`src/rtl/vga_frame_driver.sv`:
```
// rtl/vga_frame_driver.sv - VGA timing generator with pixel FIFO and blanked, registered RGB
module vga_frame_driver #(
  parameter int          H_ACTIVE   = 640,
  parameter int          H_FP       = 16,
  parameter int          H_SYNC     = 96,
  parameter int          H_BP       = 48,
  parameter int          V_ACTIVE   = 480,
  parameter int          V_FP       = 10,
  parameter int          V_SYNC     = 2,
  parameter int          V_BP       = 33,
  parameter int          CLK_DIV    = 4,
  parameter int          FIFO_DEPTH = 8,
  parameter bit          SYNC_POL   = 1'b0,
  parameter logic [23:0] UF_COLOR   = 24'hFF00FF
) (
  input  logic        CLK,
  input  logic        RESET,
  input  logic [23:0] PIX_IN,
  input  logic        PIX_VALID,
  output logic        PIX_REQ,
  output logic        HSYNC,
  output logic        VSYNC,
  output logic [23:0] VGA_RGB,
  output logic        DE,
  output logic        FRAME_START,
  output logic        UNDERFLOW,
  output logic        OVERFLOW
);
  localparam int H_TOTAL = H_ACTIVE + H_FP + H_SYNC + H_BP;
  localparam int V_TOTAL = V_ACTIVE + V_FP + V_SYNC + V_BP;
  localparam int DW = (CLK_DIV > 1) ? $clog2(CLK_DIV) : 1;
  localparam int HW = $clog2(H_TOTAL);
  localparam int VW = $clog2(V_TOTAL);
  localparam int AW = $clog2(FIFO_DEPTH);
  localparam int CW = AW + 1;

  localparam logic [DW-1:0] DIV_LAST = DW'(CLK_DIV - 1);
  localparam logic [HW-1:0] H_LAST   = HW'(H_TOTAL - 1);
  localparam logic [HW-1:0] H_ACT    = HW'(H_ACTIVE);
  localparam logic [HW-1:0] HS_START = HW'(H_ACTIVE + H_FP);
  localparam logic [HW-1:0] HS_END   = HW'(H_ACTIVE + H_FP + H_SYNC);
  localparam logic [VW-1:0] V_LAST   = VW'(V_TOTAL - 1);
  localparam logic [VW-1:0] V_ACT    = VW'(V_ACTIVE);
  localparam logic [VW-1:0] VS_START = VW'(V_ACTIVE + V_FP);
  localparam logic [VW-1:0] VS_END   = VW'(V_ACTIVE + V_FP + V_SYNC);
  localparam logic [CW-1:0] CNT_FULL = CW'(FIFO_DEPTH);
  localparam logic [CW-1:0] REQ_MAX  = CW'(FIFO_DEPTH - 2);

  logic [DW-1:0] div;
  logic [HW-1:0] h;
  logic [VW-1:0] v;
  logic [23:0]   mem [FIFO_DEPTH];
  logic [AW-1:0] wr_ptr, rd_ptr;
  logic [CW-1:0] count;

  logic tick, active, empty, full, push, pop;

  assign tick   = (div == DIV_LAST);
  assign active = (h < H_ACT) && (v < V_ACT);
  assign empty  = (count == '0);
  assign full   = (count == CNT_FULL);
  assign push   = PIX_VALID && !full;
  assign pop    = tick && active && !empty;

  assign PIX_REQ = !RESET && (count <= REQ_MAX);

  // Storage has no reset; validity is tracked entirely by the pointers and count.
  always_ff @(posedge CLK) begin
    if (push) mem[wr_ptr] <= PIX_IN;
  end

  always_ff @(posedge CLK) begin
    if (RESET) begin
      div         <= '0;
      h           <= '0;
      v           <= '0;
      wr_ptr      <= '0;
      rd_ptr      <= '0;
      count       <= '0;
      VGA_RGB     <= '0;
      DE          <= 1'b0;
      HSYNC       <= ~SYNC_POL;
      VSYNC       <= ~SYNC_POL;
      FRAME_START <= 1'b0;
      UNDERFLOW   <= 1'b0;
      OVERFLOW    <= 1'b0;
    end else begin
      div <= tick ? '0 : div + 1'b1;

      // Outputs reflect the pre-increment position so pixel (0,0) leads the frame.
      if (tick) begin
        if (h == H_LAST) begin
          h <= '0;
          v <= (v == V_LAST) ? '0 : v + 1'b1;
        end else begin
          h <= h + 1'b1;
        end
        DE    <= active;
        HSYNC <= (h >= HS_START && h < HS_END) ? SYNC_POL : ~SYNC_POL;
        VSYNC <= (v >= VS_START && v < VS_END) ? SYNC_POL : ~SYNC_POL;
        if (!active)    VGA_RGB <= '0;
        else if (empty) VGA_RGB <= UF_COLOR;
        else            VGA_RGB <= mem[rd_ptr];
        if (active && empty) UNDERFLOW <= 1'b1;
      end

      FRAME_START <= tick && (h == '0) && (v == '0);

      if (PIX_VALID && full) OVERFLOW <= 1'b1;
      if (push) wr_ptr <= wr_ptr + 1'b1;
      if (pop)  rd_ptr <= rd_ptr + 1'b1;
      case ({push, pop})
        2'b10:   count <= count + 1'b1;
        2'b01:   count <= count - 1'b1;
        default: count <= count;
      endcase
    end
  end
endmodule

```
`config.mk`:
```
export PLATFORM = sky130hd
export DESIGN_NAME = vga_frame_driver
export DESIGN_NICKNAME = d
export VERILOG_FILES = /design/src/rtl/vga_frame_driver.sv
export SDC_FILE = /design/constraint.sdc
export NUM_CORES = 1
export LEC_CHECK = 0
export ABC_AREA = 1
export CAP_MARGIN = 15
export CORE_ASPECT_RATIO = 0.9
export CORE_UTILIZATION = 65
export CTS_BUF_LIST = sky130_fd_sc_hd__clkbuf_4
export DETAILED_ROUTE_END_ITERATION = 6
export PLACE_DENSITY_LB_ADDON = 0.25
export SLEW_MARGIN = 25
export SYNTH_ARGS = -nofsm -noshare
export SYNTH_HDL_FRONTEND = slang
export SYNTH_SLANG_ARGS = --single-unit
```
`constraint.sdc`:
```
create_clock -name CLK -period 3.88 [get_ports CLK]
set_input_delay 0.388 -clock CLK [delete_from_list [all_inputs] [get_ports CLK]]
set_output_delay 0.388 -clock CLK [all_outputs]
set_load 0.05 [all_outputs]
```
==> results of run 1 <==
## per-layer routing
layer	part of all wire	track usage	wire length, um	up-vias
met3	0.075	0.05287	1722	72
met5	0	0	0	-
met4	0.042	0.1678	971	0
li1	-	-	-	3552
met2	0.49	0.4774	11240	352
met1	0.40	0.3669	9155	3441
## metrics by stage
| step | std cells | cell area [sq um] |
|---|---|---|
| after floorplan | 966 | 10480 |
| after global placement | 1194 | 11180 |
| after detailed placement | 1194 | 11180 |
| after CTS | 1300 | 11950 |
| after global routing | 1300 | 11950 |
| final | 1300 | 11950 |
## final cells by class
type / instances / area share
Clock inverter: 9 / 0.003141
Clock buffer: 97 / 0.06094
Timing Repair Buffer: 70 / 0.05570
Sequential cell: 257 / 0.5915
Inverter: 61 / 0.01937
Multi-Input combinational cell: 604 / 0.2482
Tap cell: 202 / 0.02115
## flip-flops by register name, indices dropped and copies added (netlist names), named ones only
| name | cells |
|---|---|
| DE | 1 |
| FRAME_START | 1 |
| HSYNC | 1 |
| OVERFLOW | 1 |
| UNDERFLOW | 1 |
| VGA_RGB | 24 |
| VSYNC | 1 |
| count | 4 |
| div | 2 |
| h | 10 |
| mem | 192 |
| rd_ptr | 3 |
| v | 10 |
| wr_ptr | 3 |
## placed cells by master (no fill, tap or decap), types with 3 or more instances in the layout
master	n
edfxtp_1	192
nand2_1	176
nor2_1	133
nand3_1	105
clkbuf_4	97
o21ai_0	76
dfxtp_1	64
clkdlybuf4s50_1	56
inv_1	55
a21oi_1	26
o211ai_1	15
nor2_2	14
buf_4	14
ha_1	10
clkinv_1	9
o221ai_1	9
xor2_1	7
nor3_1	6
nand4_1	5
inv_2	4
a21oi_2	3
## path summary, 6_finish.rpt
check | from | to | cells after the start
max | RESET | PIX_REQ | 6
min | PIX_VALID | OVERFLOW$_SDFFE_PP0P_ | 3
max reg2reg | div[0]$_SDFF_PP0_ | count[2]$_SDFFE_PP0P_ | 16
min reg2reg | div[0]$_SDFF_PP0_ | div[0]$_SDFF_PP0_ | 1
## where the power goes
part / internal [uW] / switching (uW) / total (uW) / leakage, uW
combinational: 128 / 297 / 425 / 0.00166
clock: 1120 / 1020 / 2140 / 0.000459
sequential: 3030 / 29.0 / 3060 / 0.00227
## worst max-delay path, delay by kind of cell
family	cells	cell delay (ps)
AND/OR/NAND/NOR	1	260
buffers and inverters	5	1600
## cell families after synthesis
kind of cell | Yosys count | share of synthesized area
simple gates | 454 | 0.1908
flops | 257 | 0.6745
compound gates | 132 | 0.07177
buf+inv | 105 | 0.04430
fa+ha+maj | 10 | 0.01194
xor+xnor | 8 | 0.006688
==> metrics.cfg, run 1 <==
[status]
outcome = finished, final reports clean

[timing]
final-max-slew-violation-count = 0
rsz0062_at_grt = false
setup_viol = 0
relSlewSlack = 0.3179
worst_slew_pin_slew_ps = 1023
fin_setup_tns_ps = 0
post-route-period-util = 0.6836
fin_hold_ws_ps = 378.3
layout_setup_ws_ps = 1228
fmax_mhz = 377.0
fin_crit_ps = 2652
hold_viol_final = 0
finalClockSkew_ps = 55.78

[cells_and_area]
regArea_sq_mm = 0.007068
final_nets = 1090
diodes = 0
fin_util = 0.7659
multi_input_area_sq_mm = 0.002967
drive_gt1_frac = 0.1348
fillCellCount = 1007
areaGrowthSynthToFinish_pct = 14.06

[yosys]
synth_edf_count = 192
synth_area_leaders = edfxtp_1 (55%), dfxtp_1 (12%), nand2_1 (6.3%)
yosys_warnings = 0
synth_seq_cells = 257
synth.most_common_cell = edfxtp_1
synthCells = 966
post_synth_num_cell_types = 39
syn_area_per_cell_sq_um = 10.85
synth_top_cell_by_area = edfxtp_1
syn_nets = 1003
netlist_area_sq_mm = 0.01048
seq_area_frac_synth = 0.6745
synthArstFlopShare = 0
netlist.area_leader.share = 0.5503
synth_common_cells = edfxtp_1 (192), nand2_1 (176), nor2_1 (141), nand3_1 (105), o21ai_0 (76)
ys.flop_type = edfxtp_1

[critical_path]
cp_max_fo = 27
critPathKind = in2out
critPathMaxStageDelay_ps = 580
rrSetupSlack_ps = 1260
critPathSlowestCell = clkinv_1
required_ps = 3490
path_cells = clkdlybuf4s50_1, buf_4, clkinv_1, nand3_1, inv_1, buf_4
cp-start-kind = input pin
arrival_ps = 2260
cp-end-kind = primary output
crit_top_cell = buf_4

[clocking]
cts_tree = built
insertion_delay_ps = 700
clock-root-buffer = clkbuf_4
cts_resized = 0
clock-sinks = 257
clk_pin_slew_ps = 60
cts_buffer_depth = 3
cts-buffers-inserted = 59
post_cts_buffers = 0
htree_num_levels = 2
cts_hold_repair.buffers = 0

[routing]
drt_iter0_markers = 671
routed_wl_mm = 23.09
num_vias = 7417
drc = 0
drtAntennaViolNets = 0
viasPerCell = 5.705
dr.pass1.iters = 5
avgRoutedWirePerCell_um = 17.76

[grt]
grt.total_usage = 0.2913
overflow = 0
antenna_found_initial = 0
grt_pass1_wl_mm = 36.29
first_global_vias = 7342
grt_max_degree = 97

[placed_design]
gp_congestion = 0.8610
place_ws_ps = 1178
dp_hpwl_mm = 14.01
portBuffers = 57

[pwr]
power.density_mw_per_mm2 = 470.3
leakagePower_uw = 0.004391
ir_worst_vdd_mv = 0.2969
power_uw = 5620

[die]
die-area_sq_mm = 0.01663
core_sq_mm = 0.01560
num_io_pins = 58
rows = 43
chipWidth_um = 135.8
dieHeight_um = 122.4
initial_core_util = 0.6715

[hold_path]
hp-class = in2reg

[job]
cap_violations = 0

Power figures use the tool's default switching activity.
==> run 2: changes to the inputs <==
--- a/config.mk
+++ b/config.mk
@@ -8,7 +8,7 @@
 export ABC_AREA = 1
 export CAP_MARGIN = 15
 export CORE_ASPECT_RATIO = 0.9
-export CORE_UTILIZATION = 65
+export CORE_UTILIZATION = 62
 export CTS_BUF_LIST = sky130_fd_sc_hd__clkbuf_4
 export DETAILED_ROUTE_END_ITERATION = 6
 export PLACE_DENSITY_LB_ADDON = 0.25
==> constraint.sdc (replaced) <==
create_clock -name CLK -period 2.75 [get_ports CLK]
set_input_delay 0.275 -clock CLK [delete_from_list [all_inputs] [get_ports CLK]]
set_output_delay 0.275 -clock CLK [all_outputs]
set_load 0.05 [all_outputs]
==> metrics.cfg, run 2 (synthesis results as in run 1) <==
[critical_path]
cp-start-kind = flip-flop
r2r_start = div[0]$_SDFF_PP0_
crit_family = adder cells
crit_buf_inv = 4  ; -1
rr_endpoint = count[2]$_SDFFE_PP0P_
critPathSlowestCell = dfxtp_1
r2r_cells = 16  ; unchanged
rrSetupSlack_ps = 390  ; -870 ps
cp-startpoint = div[0]$_SDFF_PP0_
path_cells = ha_1, nand2_2, inv_2, nand3_4, nor2_8, nand2_8, inv_2, ha_1, nand2_1, inv_1, nor2_1, ha_1, a21oi_1, xnor2_1, o21ai_0, inv_1
arrival_ps = 2930  ; +670 ps
critPathKind = reg2reg
critPathMaxStageDelay_ps = 330  ; -250 ps
cp-end-kind = flip-flop
required_ps = 3320  ; -170 ps
crit_top_cell = ha_1
cp_max_fo = 7  ; -74%

[grt]
grt_pass1_wl_mm = 35.48  ; -2.2%
grt.total_usage = 0.2613  ; -0.02999
antenna_found_initial = 0  ; unchanged
first_global_vias = 7172  ; -2.3%
overflow = 0  ; unchanged
grt_max_degree = 97  ; unchanged

[cells_and_area]
fillCellCount = 1122  ; +11%
reg_top3 = mem (192), VGA_RGB (24)
areaGrowthSynthToFinish_pct = 14.90
regMostFlops = mem
layout.cells.non_filler = 1322  ; +1.7%
drive_gt1_frac = 0.1381  ; +0.003326
largest_reg_flops = 192  ; unchanged
diodes = 0  ; unchanged
multi_input_area_sq_mm = 0.002967  ; unchanged
final_nets = 1103  ; +1.2%
regArea_sq_mm = 0.007068  ; unchanged
final_common_cell = edfxtp_1
layout_common_cells = edfxtp_1 (192), nand2_1 (176), nor2_1 (133), nand3_1 (105), clkbuf_4 (87)

[die]
dieHeight_um = 125.3  ; +2.4%
initial_core_util = 0.6408  ; -0.03073
chipWidth_um = 139.0  ; +2.4%
rows = 44  ; +2.3%
die-area_sq_mm = 0.01742  ; +4.8%
num_io_pins = 58  ; unchanged
core_sq_mm = 0.01635  ; +4.8%

[routing]
drtAntennaViolNets = 0  ; unchanged
dr.pass1.iters = 7  ; +2
routed_wl_mm = 21.95  ; -4.9%
avgRoutedWirePerCell_um = 16.60  ; -6.5%
drc = 0  ; unchanged
viasPerCell = 5.595  ; -1.9%
num_vias = 7397  ; -0.27%
drt_iter0_markers = 684  ; +1.9%

[clocking]
cts_buffer_depth = 3  ; unchanged
cts_tree = built
clock-sinks = 257  ; unchanged
cts_hold_repair.buffers = 0  ; unchanged
cts-buffers-inserted = 59  ; unchanged
post_cts_buffers = 0  ; unchanged
clock-root-buffer = clkbuf_4
htree_num_levels = 2  ; unchanged
clk_pin_slew_ps = 70  ; about the same
cts_resized = 0  ; unchanged
insertion_delay_ps = 690  ; about the same

[timing]
fin_setup_tns_ps = 0  ; unchanged
rsz0062_at_grt = false
fin_crit_ps = 2361
post-route-period-util = 0.8584
relSlewSlack = 0.3211  ; +0.003145
setup_viol = 0  ; unchanged
fmax_mhz = 423.6
worst_slew_pin_slew_ps = 1018  ; -4.718 ps
finalClockSkew_ps = 39.98  ; -15.80 ps
hold_viol_final = 0  ; unchanged
final-max-slew-violation-count = 0  ; unchanged

[pwr]
power_uw = 7813  ; +39%
leakagePower_uw = 0.004439  ; +1.1%
power.density_mw_per_mm2 = 649.0  ; +38%
ir_worst_vdd_mv = 0.6825  ; +130%

[hold_path]
worstHoldStart = PIX_VALID
holdPathStages = 3  ; unchanged
holdPathEnd = OVERFLOW$_SDFFE_PP0P_
hp-class = in2reg

[placed_design]
dp_hpwl_mm = 13.33  ; -4.9%
place_inst = 1212  ; +1.5%
gp_congestion = 0.8848  ; +2.8%
portBuffers = 57  ; unchanged

[status]
outcome = finished, final reports clean

[job]
cap_violations = 0  ; unchanged

==> run 2: worst max path at each step <==
stage | endpoint | cells after the start | slack, ps
floorplan | mem[0][0]$_DFFE_PP_ | 6 | 450
CTS | count[2]$_SDFFE_PP0P_ | 16 | 390
detailed placement | count[2]$_SDFFE_PP0P_ | 16 | 390
finish | count[2]$_SDFFE_PP0P_ | 16 | 390
global placement | count[2]$_SDFFE_PP0P_ | 16 | 510
global route | count[2]$_SDFFE_PP0P_ | 16 | 140
==> run 2: area by class of cell <==
cell class	instances	share of cell area
clock inverter	23	0.008106
inverter	61	0.01923
clock buffer	87	0.05425
tap	207	0.02151
multi-input combinational	604	0.2464
timing repair buffer	83	0.06340
sequential	257	0.5871
==> run 2: worst register-to-register path: stages, from the launching register on <==
cell	delay, ps
dfxtp_1	330
ha_1	310
nand2_2	90
inv_2	90
nand3_4	100
nor2_8	130
nand2_8	90
inv_2	80
ha_1	240
nand2_1	70
inv_1	80
nor2_1	60
ha_1	180
a21oi_1	140
xnor2_1	80
o21ai_0	140
inv_1	50
==> run 2: stage by stage <==
stage          worst slack (ps)  area, sq um  utilization  hold slack [ps]
2_1_floorplan             451.8        10480            -            373.9
3_3_place_gp              507.3        11290       0.6904            405.4
3_5_place_dp              392.2        11290       0.6904            411.9
4_1_cts                   394.6        12040       0.7363            206.2
5_1_grt                   143.3        12040       0.7363            239.2
6_report                  389.3        12040       0.7363            229.0
==> run 2: metal layers <==
metal	wire length, um	global-route usage
met1	9073	0.3434
met2	10630	0.4352
met3	1818	0.04558
met4	426	0.1059
met5	0	0
==> run 2: power breakdown <==
part	internal [uW]	leakage, uW	switching [uW]
Sequential	4270	0.00227	42.0
Combinational	192	0.00173	409
Clock	1460	0.000442	1440
